**config.mk**
```make
export PLATFORM = sky130hd
export DESIGN_NAME = fifo_scoreboard
export DESIGN_NICKNAME = d
export VERILOG_FILES = /design/src/rtl/fifo_scoreboard.sv
export SDC_FILE = /design/constraint.sdc
export NUM_CORES = 1
export LEC_CHECK = 0
export BUFFER_PORTS_ARGS = -buffer_cell sky130_fd_sc_hd__buf_4
export CAP_MARGIN = 20
export CORE_MARGIN = 4
export CORE_UTILIZATION = 56
export CTS_CLUSTER_DIAMETER = 80
export DETAILED_ROUTE_END_ITERATION = 8
export PLACE_DENSITY = 0.79
export SYNTH_ARGS = -nofsm -noshare
export SYNTH_HDL_FRONTEND = slang
export SYNTH_SLANG_ARGS = --single-unit
```
**constraint.sdc**
```tcl
create_clock -name clk -period 3 [get_ports clk]
set_input_delay 0.3 -clock clk [delete_from_list [all_inputs] [get_ports clk]]
set_output_delay 0.3 -clock clk [all_outputs]
set_load 0.02 [all_outputs]
```
**src/rtl/fifo_scoreboard.sv**
```systemverilog
// Passive checker that shadows a ready/valid FIFO and reports reset, protocol and data errors.
// Optional saturating error counter is built when FIFO_SCOREBOARD_ERR_CNT_EN is defined.
module fifo_scoreboard #(
  parameter int unsigned WIDTH_P = 8,
  parameter int unsigned CAP_P   = 8
) (
  input  logic               clk,
  input  logic               rst,
  input  logic               valid_i,
  input  logic [WIDTH_P-1:0] data_i,
  input  logic               ready_o,
  input  logic               valid_o,
  input  logic [WIDTH_P-1:0] data_o,
  input  logic               yumi_i,
  input  logic               cov_clr,
  output logic               res_err,
  output logic               proto_err,
  output logic               data_err,
  output logic [CAP_P-1:0]   enq_cov,
  output logic [CAP_P-1:0]   deq_cov,
  output logic [CAP_P-2:0]   both_cov,
  output logic [15:0]        err_cnt
);

  localparam int unsigned PTR_W  = $clog2(CAP_P);
  localparam int unsigned CNT_W  = $clog2(CAP_P + 1);
  localparam int unsigned BOTH_W = CAP_P - 1;

  logic [WIDTH_P-1:0] mem [CAP_P];
  logic [PTR_W-1:0]   head;
  logic [PTR_W-1:0]   tail;
  logic [CNT_W-1:0]   count;
  logic               rst_q;

  logic enq_f, deq_f, full, empty, enq_ok, deq_ok, rv_bad;

  // Fire decode; the model only accepts events it can legally absorb.
  always_comb begin
    enq_f  = valid_i & ready_o;
    deq_f  = valid_o & yumi_i;
    full   = (count == CNT_W'(CAP_P));
    empty  = (count == '0);
    enq_ok = enq_f & ~full;
    deq_ok = deq_f & ~empty;
    rv_bad = (ready_o != ~full) | (valid_o != ~empty);
  end

  always_ff @(posedge clk) begin
    rst_q <= rst;
    if (rst) begin
      head      <= '0;
      tail      <= '0;
      count     <= '0;
      res_err   <= 1'b0;
      proto_err <= 1'b0;
      data_err  <= 1'b0;
    end else begin
      // First cycle out of reset checks the idle handshake instead of the model.
      res_err   <= rst_q & (~ready_o | valid_o);
      proto_err <= (~rst_q & rv_bad) | (enq_f & full) | (deq_f & empty);
      data_err  <= deq_ok & (data_o != mem[head]);
      if (enq_ok) tail <= tail + 1'b1;
      if (deq_ok) head <= head + 1'b1;
      count <= count + CNT_W'(enq_ok) - CNT_W'(deq_ok);
    end
  end

  // Storage needs no reset; stale contents are never read once count is zero.
  always_ff @(posedge clk) begin
    if (!rst && enq_ok) mem[tail] <= data_i;
  end

  // Coverage survives reset so a run can accumulate across reset tests.
  always_ff @(posedge clk) begin
    if (cov_clr) begin
      enq_cov  <= '0;
      deq_cov  <= '0;
      both_cov <= '0;
    end else if (!rst) begin
      if (enq_ok && !deq_ok) enq_cov  <= enq_cov  | (CAP_P'(1)  << count);
      if (deq_ok && !enq_ok) deq_cov  <= deq_cov  | (CAP_P'(1)  << (count - 1'b1));
      if (enq_ok && deq_ok)  both_cov <= both_cov | (BOTH_W'(1) << (count - 1'b1));
    end
  end

`ifdef FIFO_SCOREBOARD_ERR_CNT_EN
  logic [16:0] err_sum;

  always_comb begin
    err_sum = {1'b0, err_cnt} + 17'(res_err) + 17'(proto_err) + 17'(data_err);
  end

  always_ff @(posedge clk) begin
    if (rst) err_cnt <= '0;
    else     err_cnt <= err_sum[16] ? 16'hFFFF : err_sum[15:0];
  end
`else
  assign err_cnt = '0;
`endif

endmodule

```
Word level (Yosys, flattened, before mapping)
Memory sizes are Yosys's and may differ from the RTL's. A register that Yosys moved wholly into a read port is not among the register bits.
Index checks and enable logic that the tools add are counted.
Word-level totals
  bits of input ports: 23
  flip-flop bits (word level): 37
  logic and storage cells: 59
  memories: 1
  bits in writable memories: 64
Memories
  mem: words 8, width 8, rd ports 1, clocked after memory_dff 1, write ports 1, RTL line 29  | logic [WIDTH_P-1:0] mem [CAP_P];
Cells by class
  bitwise logic cells: 21
  mux-type cells: 4
  $add $sub $neg: 5
  equality and inequality tests: 4
  reductions and logical operators: 11
  shift-type cells: 3
Operator list (number)
  $or A8 B8 Y8: 2
  $shl A1 B4 Y8 const A: 2
  $and A1 B1 Y1: 9
  $ne A8 B8 Y1: 1
  $or A7 B7 Y7: 1
  $shl A1 B4 Y7 const A: 1
  $add A3 B1 Y3 const B: 2
  $mux W3: 2
  $reduce_and A2 Y1: 3
  $not A1 Y1: 5
  $add A4 B1 Y4: 1
  $eq A4 B4 Y1 const B: 1
  $logic_and A1 B1 Y1: 4
  $logic_not A4 Y1: 1
  $or A1 B1 Y1: 4
  $sub A4 B1 Y4: 1
  $sub A4 B1 Y4 const B: 1
  $logic_not A1 Y1: 3
  $mux W1: 2
  $ne A1 B1 Y1: 2

Longest topological paths before layout
  depth after elaboration: 7
  depth in mapped cells: 13
  mapped depth without buffers: 12

Least setup slack after synthesis
OpenSTA, ideal clock, no wires.
  kind: reg2reg
  from: reg count[2]
  to: mem mem[2][0] (enable)
  slack: 534 ps
  clock period less this slack: 2466 ps
  data required time: 2605 ps
  data arrival time: 2071 ps
  stages on the path, launching flop included: 7
  cells stage by stage: dfxtp_1 > inv_1 > ha_1 > nor3b_2 > or2_1 > clkbuf_1 > nor4_1
On the way
  longest elaborated chain between the ends: 6
Ends and longest elaborated chain
  start, declared: RTL line 32  | logic [CNT_W-1:0] count;
  start signal, assigned: RTL line 64  | count <= count + CNT_W'(enq_ok) - CNT_W'(deq_ok);
  $eq A4 B4 Y1: RTL line 41  | full = (count == CNT_W'(CAP_P));
  $not A1 Y1: RTL line 43  | enq_ok = enq_f & ~full;
  $and A1 B1 Y1: RTL line 43
  $logic_and A1 B1 Y1: RTL line 70  | if (!rst && enq_ok) mem[tail] <= data_i;
  $mux W1: RTL line 70
  $mux W1 (implied by the code): RTL line 70
  end, declared: RTL line 29
No other way between the ends.

Final worst setup path
  from: reg count[2]
  to: mem mem[7][1] (enable)
Same word-level chain as after synthesis.

==> flow_summary_export.csv <==
group,metric,value,unit
synth,ys_top_cells_by_count,"edfxtp_1 (64), nor2_1 (43), dfxtp_1 (40), a21oi_1 (27)",
critical_path,path_max_fanout,8,
critical_path,crit_arrival,2.59,ns
sta,slew_viol_final,0,
synth,syn_inst,317,
synth,synth_fa_ha_area_share,3.10,%
synth,synthDistinctLibCells,38,
critical_path,crit_path_end,"mem[7][1]",
sta,hold_viol_final,0,
route,post_drt_wl_per_cell,16.8,um
synth,synth-async-reset-ratio,0,%
critical_path,r2r-start,"count[2]",
die,dieWidth,95.4,um
synth,synth_top_family_by_area,"multiplexers",
power,power.density,611,nW/um2
status,outcome,"finished, final reports clean",
synth,yosysSeqAreaShare,63.6,%
synth,synth_area_leaders,"edfxtp_1 (45%), dfxtp_1 (19%), mux4_2 (4.2%)",
die,row_count,31,
critical_path,worstPathRequired,2.99,ns
clock_tree,tritoncts,"built",
power,p_comb_share,19.9,%
die,dieArea,9110,um2
sta,period_share,86.7,%
critical_path,r2r_cells,6,
die,ios,65,
sta,hold_ws,0.152,ns
sta,fin_tns_setup,0,ns
clock_tree,cts_sinks,104,
global_routing,grt_pass1_vias,2612,
place,port_buffers,48,
route,postRouteAntennaNets,0,
synth,synth-seq-cells,104,
clock_tree,insertion_delay,0.36,ns
power,peakVddDrop,0.342,mV
critical_path,rrSetupSlack,0.40,ns
clock_tree,cts_made_buffers,9,
sta,fmax,385,MHz
synth,synth_xor_xnor_area_share,3.07,%
route,routed-via-count,2597,
critical_path,start_kind,"flip-flop",
critical_path,end_kind,"flip-flop",
power,switching_share,28.8,%
final_layout,final_nets,411,
power,p_leak,1.80,nW
clock_tree,htreeDepth,3,
final_layout,final_cell_area,4930,um2
place,post_dp_cell_area,4750,um2
clock_tree,clk_pin_slew,0.09,ns
synth,ys.flop_type,"edfxtp_1",
synth,synth_compound_area_share,5.35,%
clock_tree,cts-root-buf,"clkbuf_8",
sta,slew_headroom,43.6,%
global_routing,grt.overflow.total,0,
global_routing,grt_max_degree,26,
synth,synth_mux_area_share,10.6,%
clock_tree,cts_resized,0,
flow_run,maxCapViolCount,0,
route,drc,0,
final_layout,drive_gt1_share,23.5,%
critical_path,critPathKind,"flip-flop to flip-flop",
die,initial_core_util,58.4,%
synth,yosys.area_share.simple,9.15,%
sta,final.setup.worst_slack,0.400,ns
power,p_int,0.00214,W
synth,yosysTopAreaCell,"edfxtp_1",
final_layout,diodes,0,
route,dr.pass1.iters,4,
clock_tree,postCtsSetupBuffers,0,
min_path,hold_path_class,"primary input to flip-flop",
sta,period_needed,2.60,ns
clock_tree,postCtsHoldBufs,0,
place,place_hpwl,5.93,mm
sta,rsz0062_at_grt,"false",
die,die_h,95.4,um
synth,synth_area,4280,um2
critical_path,reg2reg_to,"mem[7][1]",
global_routing,antenna_found_initial,0,
synth,yosysMostFrequentCell,"edfxtp_1",
synth,synth_edf_count,64,
synth,synth_top_cell_area_share,44.9,%
power,power,0.00301,W
place,gp_congestion,0.770,
sta,fin_skew,0.00933,ns
clock_tree,ctsLongestPathBuffers,2,
global_routing,grt_pass1_wl,13.0,mm
route,first_iter_violations,155,
die,core,7330,um2
global_routing,track_usage,19.3,%
synth,ys_warn_count,0,
critical_path,startpoint,"count[2]",
power,p_sw,0.000867,W
sta,worstMarginPinSlew,0.843,ns
route,via_per_inst,5.39,
synth,avgSynthCellArea,13.5,um2
power,clkPwrFrac,26.1,%
final_layout,area_delta_synth_final,15.2,%
route,routed_wl,8.11,mm
sta,finalSetupViolations,0,
power,p_seq_share,54.0,%
place,place_ws,0.386,ns
==> per-stage QoR <==
step	std cells	utilization [%]
final	482	67.3
after global placement	466	64.8
after global routing	482	67.3
after floorplan	332	-
after detailed placement	466	64.8
after CTS	482	67.3
==> worst max-delay path: stages, from the launching register on <==
cell and delay [ns]:
dfxtp_1 0.38, inv_1 0.15, ha_1 0.22, nor3b_2 0.18, nor3_1 0.41, nand2_1 0.20
nor2_1 0.69
==> cell families after synthesis <==
logic type | after synthesis
adder cells (fa/ha/maj) | 10
buffers and inverters | 35
XOR/XNOR | 15
AND/OR/NAND/NOR | 84
AO/OA/AOI/OAI | 39
multiplexers | 29
flip-flops | 104
other | 1
==> area by class of cell <==
| class | instances | area, um2 |
|---|---|---|
| clock buffers | 10 | 128 |
| well taps | 99 | 124 |
| multi-input cells | 193 | 1410 |
| fillers | 527 | 2400 |
| repair buffers | 63 | 473 |
| flip-flops and latches | 104 | 2720 |
| clock inverters | 6 | 52.6 |
| inverters | 7 | 26.3 |
==> registers in the layout, indices dropped and copies added (netlist names), named ones only <==
register and cells:
head 3, count 4, tail 3, data_err 1, res_err 1, deq_cov 8, enq_cov 8, both_cov 7
mem 64, proto_err 1, rst_q 1
==> worst min-delay path by stage <==
stage                       endpoint  cells after the start  slack, ns       start
after floorplan                rst_q                      0       0.33         rst
after global placement    enq_cov[4]                      2       0.45  enq_cov[4]
after detailed placement  enq_cov[3]                      2       0.46  enq_cov[3]
after CTS                    res_err                      2       0.14     ready_o
after global routing       mem[6][7]                      1       0.15   data_i[7]
final                        res_err                      2       0.15     ready_o
==> per-layer routing <==
metal | part of all wire (%) | wire [um] | GRT usage [%]
met5 | 0 | 0 | 0
met4 | 1.4 | 110 | 7.46
met3 | 6.0 | 485 | 3.31
met2 | 51 | 4120 | 32.8
met1 | 42 | 3390 | 24.8
==> power groups by stage <==
stage | logic, W | clock network [W] | registers [W]
after CTS | 0.000602 | 0.000799 | 0.00163
final | 0.000600 | 0.000785 | 0.00163
after global routing | 0.000665 | 0.000866 | 0.00164
after floorplan | 0.000478 | 0 | 0.00164
after detailed placement | 0.000597 | 0 | 0.00166
after global placement | 0.000581 | 0 | 0.00166
==> layout by cell type (no fill, tap or decap), drive strengths merged, types with 2 or more instances in the layout <==
master,Yosys,final
clkinv,0,2
edfxtp,64,64
mux4,12,12
nand2,14,14
a21oi,27,27
nand2b,2,2
conb,1,16
clkbuf,6,10
nor4,8,8
a31oi,3,3
xor2,3,3
dfxtp,40,40
inv,7,9
nor3,4,4
nor2b,5,5
and4,2,2
ha,9,9
xnor2,12,12
clkinvlp,0,2
nor2,43,43
mux2i,17,17
buf,22,63
a211oi,2,2
No activity file was read; power rests on OpenSTA's default activity.
